==> src/rtl/mem_arbiter_pkg.sv <==
// rtl/mem_arbiter_pkg.sv - shared types and constants for the memory-port arbiter
package mem_arbiter_pkg;

    typedef enum logic [1:0] {
        IDLE = 2'd0,
        REQ  = 2'd1,
        WAIT = 2'd2,
        RESP = 2'd3
    } state_e;

    typedef enum logic {
        OWN_IFU = 1'b0,
        OWN_LSU = 1'b1
    } owner_e;

    localparam logic [7:0] MASK_B = 8'h01;
    localparam logic [7:0] MASK_H = 8'h03;
    localparam logic [7:0] MASK_W = 8'h0F;
    localparam logic [7:0] MASK_D = 8'hFF;

endpackage

==> src/rtl/mem_arbiter_rr_arb2.sv <==
// rtl/mem_arbiter_rr_arb2.sv - two-way round-robin pick between IFU and LSU
module mem_rr_arb2
    import mem_arbiter_pkg::*;
(
    input  logic ifu_req_i,
    input  logic lsu_req_i,
    input  logic rr_last_i,
    output logic gnt_valid_o,
    output logic gnt_lsu_o
);

    assign gnt_valid_o = ifu_req_i | lsu_req_i;
    // On a tie the LSU wins only if the IFU held the previous grant.
    assign gnt_lsu_o   = lsu_req_i & (~ifu_req_i | (rr_last_i == logic'(OWN_IFU)));

endmodule

==> src/rtl/mem_arbiter.sv <==
// rtl/mem_arbiter.sv - shares one memory port between IFU and LSU, one transaction in flight
module mem_arbiter
    import mem_arbiter_pkg::*;
#(
    parameter int AW      = 64,
    parameter int DW      = 64,
    parameter int TIMEOUT = 255
) (
    input  logic          clock,
    input  logic          reset_n,
    input  logic          ifu_valid,
    output logic          ifu_ready,
    input  logic [AW-1:0] ifu_addr,
    output logic          ifu_rvalid,
    output logic [DW-1:0] ifu_rdata,
    input  logic          lsu_valid,
    output logic          lsu_ready,
    input  logic [AW-1:0] lsu_addr,
    input  logic          lsu_wen,
    input  logic [DW-1:0] lsu_wdata,
    input  logic [7:0]    lsu_wmask,
    output logic          lsu_rvalid,
    output logic [DW-1:0] lsu_rdata,
    output logic          mem_valid,
    input  logic          mem_ready,
    output logic [AW-1:0] mem_addr,
    output logic          mem_wen,
    output logic [DW-1:0] mem_wdata,
    output logic [7:0]    mem_wmask,
    input  logic          mem_rvalid,
    input  logic [DW-1:0] mem_rdata,
    output logic          err
);

    localparam int CW = $clog2(TIMEOUT + 1);

    state_e        state_q, state_d;
    owner_e        owner_q, owner_d;
    owner_e        rr_last_q, rr_last_d;
    logic [AW-1:0] addr_q, addr_d;
    logic          wen_q, wen_d;
    logic [DW-1:0] wdata_q, wdata_d;
    logic [7:0]    wmask_q, wmask_d;
    logic [DW-1:0] rdata_q, rdata_d;
    logic          err_q, err_d;
    logic [CW-1:0] cnt_q, cnt_d;
    logic          gnt_valid;
    logic          gnt_lsu;

    mem_rr_arb2 u_arb (
        .ifu_req_i   (ifu_valid),
        .lsu_req_i   (lsu_valid),
        .rr_last_i   (rr_last_q),
        .gnt_valid_o (gnt_valid),
        .gnt_lsu_o   (gnt_lsu)
    );

    always_ff @(posedge clock or negedge reset_n) begin
        if (!reset_n) begin
            state_q   <= IDLE;
            owner_q   <= OWN_IFU;
            rr_last_q <= OWN_LSU;
            addr_q    <= '0;
            wen_q     <= 1'b0;
            wdata_q   <= '0;
            wmask_q   <= '0;
            rdata_q   <= '0;
            err_q     <= 1'b0;
            cnt_q     <= '0;
        end else begin
            state_q   <= state_d;
            owner_q   <= owner_d;
            rr_last_q <= rr_last_d;
            addr_q    <= addr_d;
            wen_q     <= wen_d;
            wdata_q   <= wdata_d;
            wmask_q   <= wmask_d;
            rdata_q   <= rdata_d;
            err_q     <= err_d;
            cnt_q     <= cnt_d;
        end
    end

    always_comb begin
        state_d   = state_q;
        owner_d   = owner_q;
        rr_last_d = rr_last_q;
        addr_d    = addr_q;
        wen_d     = wen_q;
        wdata_d   = wdata_q;
        wmask_d   = wmask_q;
        rdata_d   = rdata_q;
        err_d     = err_q;
        cnt_d     = cnt_q;
        ifu_ready = 1'b0;
        lsu_ready = 1'b0;
        case (state_q)
            IDLE: begin
                cnt_d = '0;
                if (gnt_valid) begin
                    ifu_ready = ~gnt_lsu;
                    lsu_ready = gnt_lsu;
                    owner_d   = gnt_lsu ? OWN_LSU : OWN_IFU;
                    rr_last_d = owner_d;
                    addr_d    = gnt_lsu ? lsu_addr : ifu_addr;
                    wen_d     = gnt_lsu & lsu_wen;
                    wdata_d   = gnt_lsu ? lsu_wdata : '0;
                    wmask_d   = gnt_lsu ? lsu_wmask : MASK_D;
                    rdata_d   = '0;
                    err_d     = 1'b0;
                    state_d   = REQ;
                end
            end
            REQ: begin
                if (mem_ready) state_d = WAIT;
            end
            WAIT: begin
                // A response arriving on the last allowed cycle beats the timeout.
                if (mem_rvalid) begin
                    rdata_d = mem_rdata;
                    err_d   = 1'b0;
                    state_d = RESP;
                end else if (cnt_q == CW'(TIMEOUT - 1)) begin
                    rdata_d = '0;
                    err_d   = 1'b1;
                    state_d = RESP;
                end else begin
                    cnt_d = cnt_q + CW'(1);
                end
            end
            RESP: begin
                cnt_d   = '0;
                state_d = IDLE;
            end
            default: state_d = IDLE;
        endcase
    end

    assign mem_valid  = (state_q == REQ);
    assign mem_addr   = addr_q;
    assign mem_wen    = wen_q;
    assign mem_wdata  = wdata_q;
    assign mem_wmask  = wmask_q;
    assign ifu_rvalid = (state_q == RESP) && (owner_q == OWN_IFU);
    assign lsu_rvalid = (state_q == RESP) && (owner_q == OWN_LSU);
    assign ifu_rdata  = ifu_rvalid ? rdata_q : '0;
    assign lsu_rdata  = (lsu_rvalid && !wen_q) ? rdata_q : '0;
    assign err        = (state_q == RESP) && err_q;

endmodule
==> config.mk <==
export PLATFORM = sky130hd
export DESIGN_NAME = mem_arbiter
export DESIGN_NICKNAME = d
export VERILOG_FILES = /design/src/rtl/mem_arbiter_pkg.sv /design/src/rtl/mem_arbiter_rr_arb2.sv /design/src/rtl/mem_arbiter.sv
export SDC_FILE = /design/constraint.sdc
export NUM_CORES = 1
export LEC_CHECK = 0
export CAP_MARGIN = 30
export CELL_PAD_IN_SITES_DETAIL_PLACEMENT = 0
export CELL_PAD_IN_SITES_GLOBAL_PLACEMENT = 1
export CORE_AREA = 2 2 210 212
export CTS_CLUSTER_DIAMETER = 150
export DETAILED_ROUTE_END_ITERATION = 16
export DIE_AREA = 0 0 212 214
export PLACE_DENSITY = 0.67
export REMOVE_ABC_BUFFERS = 1
export SYNTH_ARGS = -nofsm -noshare
export SYNTH_HDL_FRONTEND = slang
export SYNTH_SLANG_ARGS = --single-unit
==> constraint.sdc <==
create_clock -name clock -period 2.3 [get_ports clock]
set_input_delay 0.46 -clock clock [delete_from_list [all_inputs] [get_ports clock]]
set_output_delay 0.46 -clock clock [all_outputs]
set_load 0.01 [all_outputs]
# After elaboration in Yosys (flattened, before gate mapping)
# Cells that the tools add are included.
# Widths: inputs -> output; s select.
totals:
  register_bits: 214
  wordCells: 67
  input_bits: 271
op_classes:
  n_mux: 26
  addsub: 1
  reduce_logical: 13
  eq_ne: 9
  n_bitwise: 8
ops:
  columns: ["operator", "count"]
  rows:
  - ["$mux 64", 7]
  - ["$pmux 64 s2", 1]
  - ["$mux 8", 3]
  - ["$pmux 8 s2", 1]
  - ["$reduce_and 3->1", 3]
  - ["$add 8x1->8 const B", 1]
  - ["$eq 8x8->1 const B", 1]
  - ["$mux 1", 8]
  - ["$mux 2", 4]
  - ["$pmux 2 s4", 1]
  - ["$ne 2x2->1 const B", 3]
  - ["$eq 2x2->1 const B", 2]
  - ["$logic_and 1x1->1", 4]
  - ["$not 1->1", 4]
  - ["$reduce_bool 2->1", 2]
  - ["$ne 3x3->1 const B", 1]
  - ["$and 1x1->1", 2]
  - ["$eq 2x1->1 const B", 1]
  - ["$logic_not 2->1", 1]
  - ["$ne 2x1->1 const B", 1]
  - ["$or 1x1->1", 2]
  - ["$pmux 1 s2", 1]
  - ["$reduce_and 2->1", 1]
  - ["$reduce_or 2->1", 1]
  - ["$logic_not 1->1", 1]

# Longest topological paths before layout
logic_depth:
  word_depth: 6
  ltp_mapped: 8
  depth_no_buf: 6

# By module
# A second synthesis with hierarchy kept.
unflattened:
  cells_unflattened: 1041
  area_unflattened_um2: 10276.1
by_module_without_submodules:
  columns: ["mod", "n_inst", "area_per_inst_um2", "cells_each"]
  rows:
  - ["mem_arbiter", 1, 10262.3, 1039]
  - ["mem_rr_arb2", 1, 13.8, 2]

# Worst setup path after synthesis
# OpenSTA, ideal clock, no wires.
synth_timing:
  path_kind: "register to output"
  startpoint: "register state_q[0]"
  endpoint: "output port lsu_ready"
  n_path_buf: 2
  setup_slack_ns: 0.325
  path_stages_with_launch: 7
  arrival_ns: 1.515
  cell_sequence: "dfrtp_1 -> inv_1 -> ha_1 -> nand3_1 -> inv_1 -> clkbuf_1 -> clkbuf_1"
synth_between:
  elab_chain_cells: 2
synth_rtl:
  columns: ["element", "line_no", "rtl"]
  rows:
  - ["start: declaration", "mem_arbiter.sv:37", "state_e state_q, state_d;"]
  - ["start signal: assignment", "mem_arbiter.sv:71", "state_q <= state_d;"]
  - ["$logic_not 2->1", "mem_arbiter.sv:97", "case (state_q)"]
  - ["$mux 1", "mem_arbiter.sv:97", null]
  - ["end: declaration", "mem_arbiter.sv:17", "output logic lsu_ready,"]
# Every way passes these cells.

# Worst setup path in the final report
layout_timing:
  startpoint: "register state_q[1]"
  endpoint: "output port lsu_rdata[52]"
layout_between:
  elab_chain_cells: 4
layout_rtl:
  columns: ["element", "line_no", "rtl"]
  rows:
  - ["$eq 2x2->1", "mem_arbiter.sv:145", "assign lsu_rvalid = (state_q == RESP) && (owner_q == OWN_LSU);"]
  - ["$logic_and 1x1->1", "mem_arbiter.sv:145", null]
  - ["$logic_and 1x1->1", "mem_arbiter.sv:147", "assign lsu_rdata = (lsu_rvalid && !wen_q) ? rdata_q : '0;"]
  - ["$mux 64", "mem_arbiter.sv:147", null]
  - ["end: declaration", "mem_arbiter.sv:23", "output logic [DW-1:0] lsu_rdata,"]
# Every way passes these cells.

==> out/metrics.cfg <==
[status]
outcome = finished with violations
violations = setup timing

[global_route]
grt-ovfl-total = 0
grt_max_degree = 66
grt_usage_pct = 16.6
grt_pass1_vias = 9083
antenna_found_initial = 2
grt_pass1_wl_mm = 57.9

[synth]
synth-simple-area-share_pct = 14.3
yosys-top-cells-area = dfrtp_1 (54%), and2_1 (8.4%), mux2_4 (7.5%)
synth_xor_area_share_pct = 0
ys_warn_count = 0
synth-compound-area-share_pct = 14.6
synth_largest_area_cell = dfrtp_1
synth_seq_cells = 214
synth_top_family_by_area = compound AO/OA/AOI/OAI gates
netlist_area_um2 = 9790
synth_top_area_share_pct = 54.5
synthAdderAreaFrac_pct = 1.02
syn_area_per_cell_um2 = 12.0
synthMuxAreaShare_pct = 9.45
seq_area_frac_synth_pct = 54.7
synthDistinctLibCells = 36
syn_inst = 819

[clock_tree]
insertion_delay_ns = 0.54
clkTransAtPathRegs_ns = 0.06
cts_inserted_buffers = 27
cts-root-buf = clkbuf_16
cts.sinks = 214
h-tree-depth = 1
clockBufferDepth = 3
cts_tree = done

[layout]
drive_gt1_share_pct = 29.7
final_nets = 1670
area_growth_pct = 82.6

[critical_path]
crit_required_ns = 1.84
start_kind = flop
end_kind = output pin
worst-setup-path-type = flop to output pin
rr_startpoint = state_q[0]$_DFFE_PN0P_
worst_path_max_delay_cell = dfrtp_1
reg2reg_depth = 10
r2r_end = rdata_q[12]$_DFFE_PN0P_
arrival_ns = 2.19
critPathTopFamily = buffers and inverters
cp.buffers_inverters = 5
critPathMaxStageDelay_ns = 0.38
r2r_setup_slack_ns = 0.15
crit_fanout = 5
crit_chain = ha_2, and2_4, nor2b_4, buf_8, buf_12, buf_16, buf_12, and2_4, buf_6

[hold_path]
hold_class = input port to async pin

[detailed_routing]
postRouteAntennaNets = 0
post_drt_wl_per_cell_um = 20.7
drtIter0Drc = 786
dr_total_vias = 8988
vias_per_cell = 4.50
dr.pass1.iters = 7
drc = 0
routed_wirelength_mm = 41.3

[timing]
clock.fmax_mhz = 377
max_slew.worst_pin.slew_ns = 0.849
rsz0062_at_grt = true
finalSetupTns_ns = -27.82
fin_crit_ns = 2.65
slew_violations = 0
holdWs_ns = 0.378
min_period_over_period_pct = 115
fin_ws_ns = -0.352
setup-violations-final = 128
fin_worst_skew_ns = 0.0126
finalHoldViolations = 0
slew_headroom_pct = 43.3

[placed_design]
routabilityCongestion = 0.877
dp_hpwl_mm = 28.2
portBuffers = 541

[die]
die_h_um = 214
coreArea_um2 = 42900
dieArea_um2 = 45400
initial_core_util_pct = 22.8
io_pins = 542
rows = 76
die_w_um = 212

[power]
p_leak_uw = 0.00853
p_total_uw = 21100
ir_worst_vdd_uv = 674
power_density_nw_per_um2 = 1180

[job]
drv_cap = 0

==> cells by family after synthesis <==
| kind of cell | count (synthesis) |
|---|---|
| AND/OR/NAND/NOR | 227 |
| flip-flops | 214 |
| AO/OA/AOI/OAI | 161 |
| buffers and inverters | 143 |
| multiplexers | 66 |
| adder cells (fa/ha/maj) | 8 |
==> final cells by class <==
type	instances	area (µm²)
antenna	2	5.00
clock buffer	37	783
clock inverter	10	133
fill	4098	25000
inverter	70	278
multi-input combinational	462	4140
sequential	214	5360
tap	585	732
timing repair buffer	616	6450
==> state kept, by name (all words and copies together), names as in the netlist <==
register and cells:
rr_last_q 1, rdata_q 64, owner_q 1, mem_wmask 8, state_q 2, mem_wen 1
mem_wdata 64, cnt_q 8, mem_addr 64, err_q 1
==> synth_stat cells, drive strengths merged <==
master  number
inv         70
a21oi        4
a32o         1
and2       132
mux2i        2
mux2        64
nand4        2
o211ai       1
o21a         1
and3        64
clkbuf      62
ha           8
a22o        65
nor4bb       1
dfstp        1
nand2       10
a222oi      64
buf         11
nor2b        4
or2          1
o22a         8
o41ai        1
o21ai       12
dfrtp      213
o31ai        4
and4         1
nand3        5
nor2         4
nand2b       3
==> cells in the final DEF, fill, tap and decap left out, types with 4 or more instances in the layout <==
cell / count
clkdlybuf4s50_1: 405
dfrtp_1: 213
buf_6: 93
and2_4: 87
inv_1: 67
a22o_1: 65
a222oi_1: 64
and3_1: 64
mux2_4: 49
and2_1: 45
buf_4: 35
clkbuf_16: 31
buf_12: 23
buf_2: 19
mux2_2: 15
clkdlybuf4s15_2: 14
clkbuf_2: 10
nand2_1: 9
o21ai_0: 9
o22a_1: 8
clkbuf_8: 7
buf_8: 6
ha_1: 5
clkinv_2: 5
nor2_1: 4
o31ai_1: 4
==> power by group <==
group / switching (µW) / internal [µW]
logic: 4470 / 5830
clock network: 1680 / 2700
registers: 1140 / 5320
==> how the worst max path moves through the flow <==
| stage | startpoint | to | slack [ns] | depth (start not counted) |
|---|---|---|---|---|
| finish | state_q[1]$_DFFE_PN0P_ | lsu_rdata[52] | -0.35 | 9 |
| global route | state_q[1]$_DFFE_PN0P_ | lsu_rdata[52] | -0.44 | 9 |
| CTS | state_q[0]$_DFFE_PN0P_ | lsu_rdata[52] | -0.52 | 10 |
| detailed placement | ifu_valid | lsu_ready | -0.14 | 5 |
| global placement | ifu_valid | lsu_ready | -0.14 | 5 |
| floorplan | state_q[0]$_DFFE_PN0P_ | rdata_q[0]$_DFFE_PN0P_ | -4.10 | 4 |
==> layer usage <==
metal | track usage (%) | routed length [µm]
met1 | 20.5 | 17100
met2 | 29.0 | 20800
met3 | 3.36 | 2440
met4 | 4.58 | 936
met5 | 0 | 0
==> metrics by stage <==
stage | instance area (µm²) | util, % | cells | setup slack [ns]
CTS | 17300 | 40.4 | 1977 | -0.516
floorplan | 9470 | - | 746 | -4.10
global route | 17900 | 41.7 | 1996 | -0.436
finish | 17900 | 41.7 | 1996 | -0.352
global placement | 16100 | 37.6 | 1912 | -0.140
detailed placement | 16100 | 37.6 | 1912 | -0.141
==> repair_timing <==
action | CTS | global route
gates resized for setup | 316 | 338
gates cloned | 4 | 7
hold buffers | 1 | 0
pin swaps | 13 | 13
buffers inserted | 13 | 13
endpoints found under the hold margin | 34 | 0
endpoints found under the setup margin | 133 | 134
Note: power is estimated with default switching activity, not from simulation.
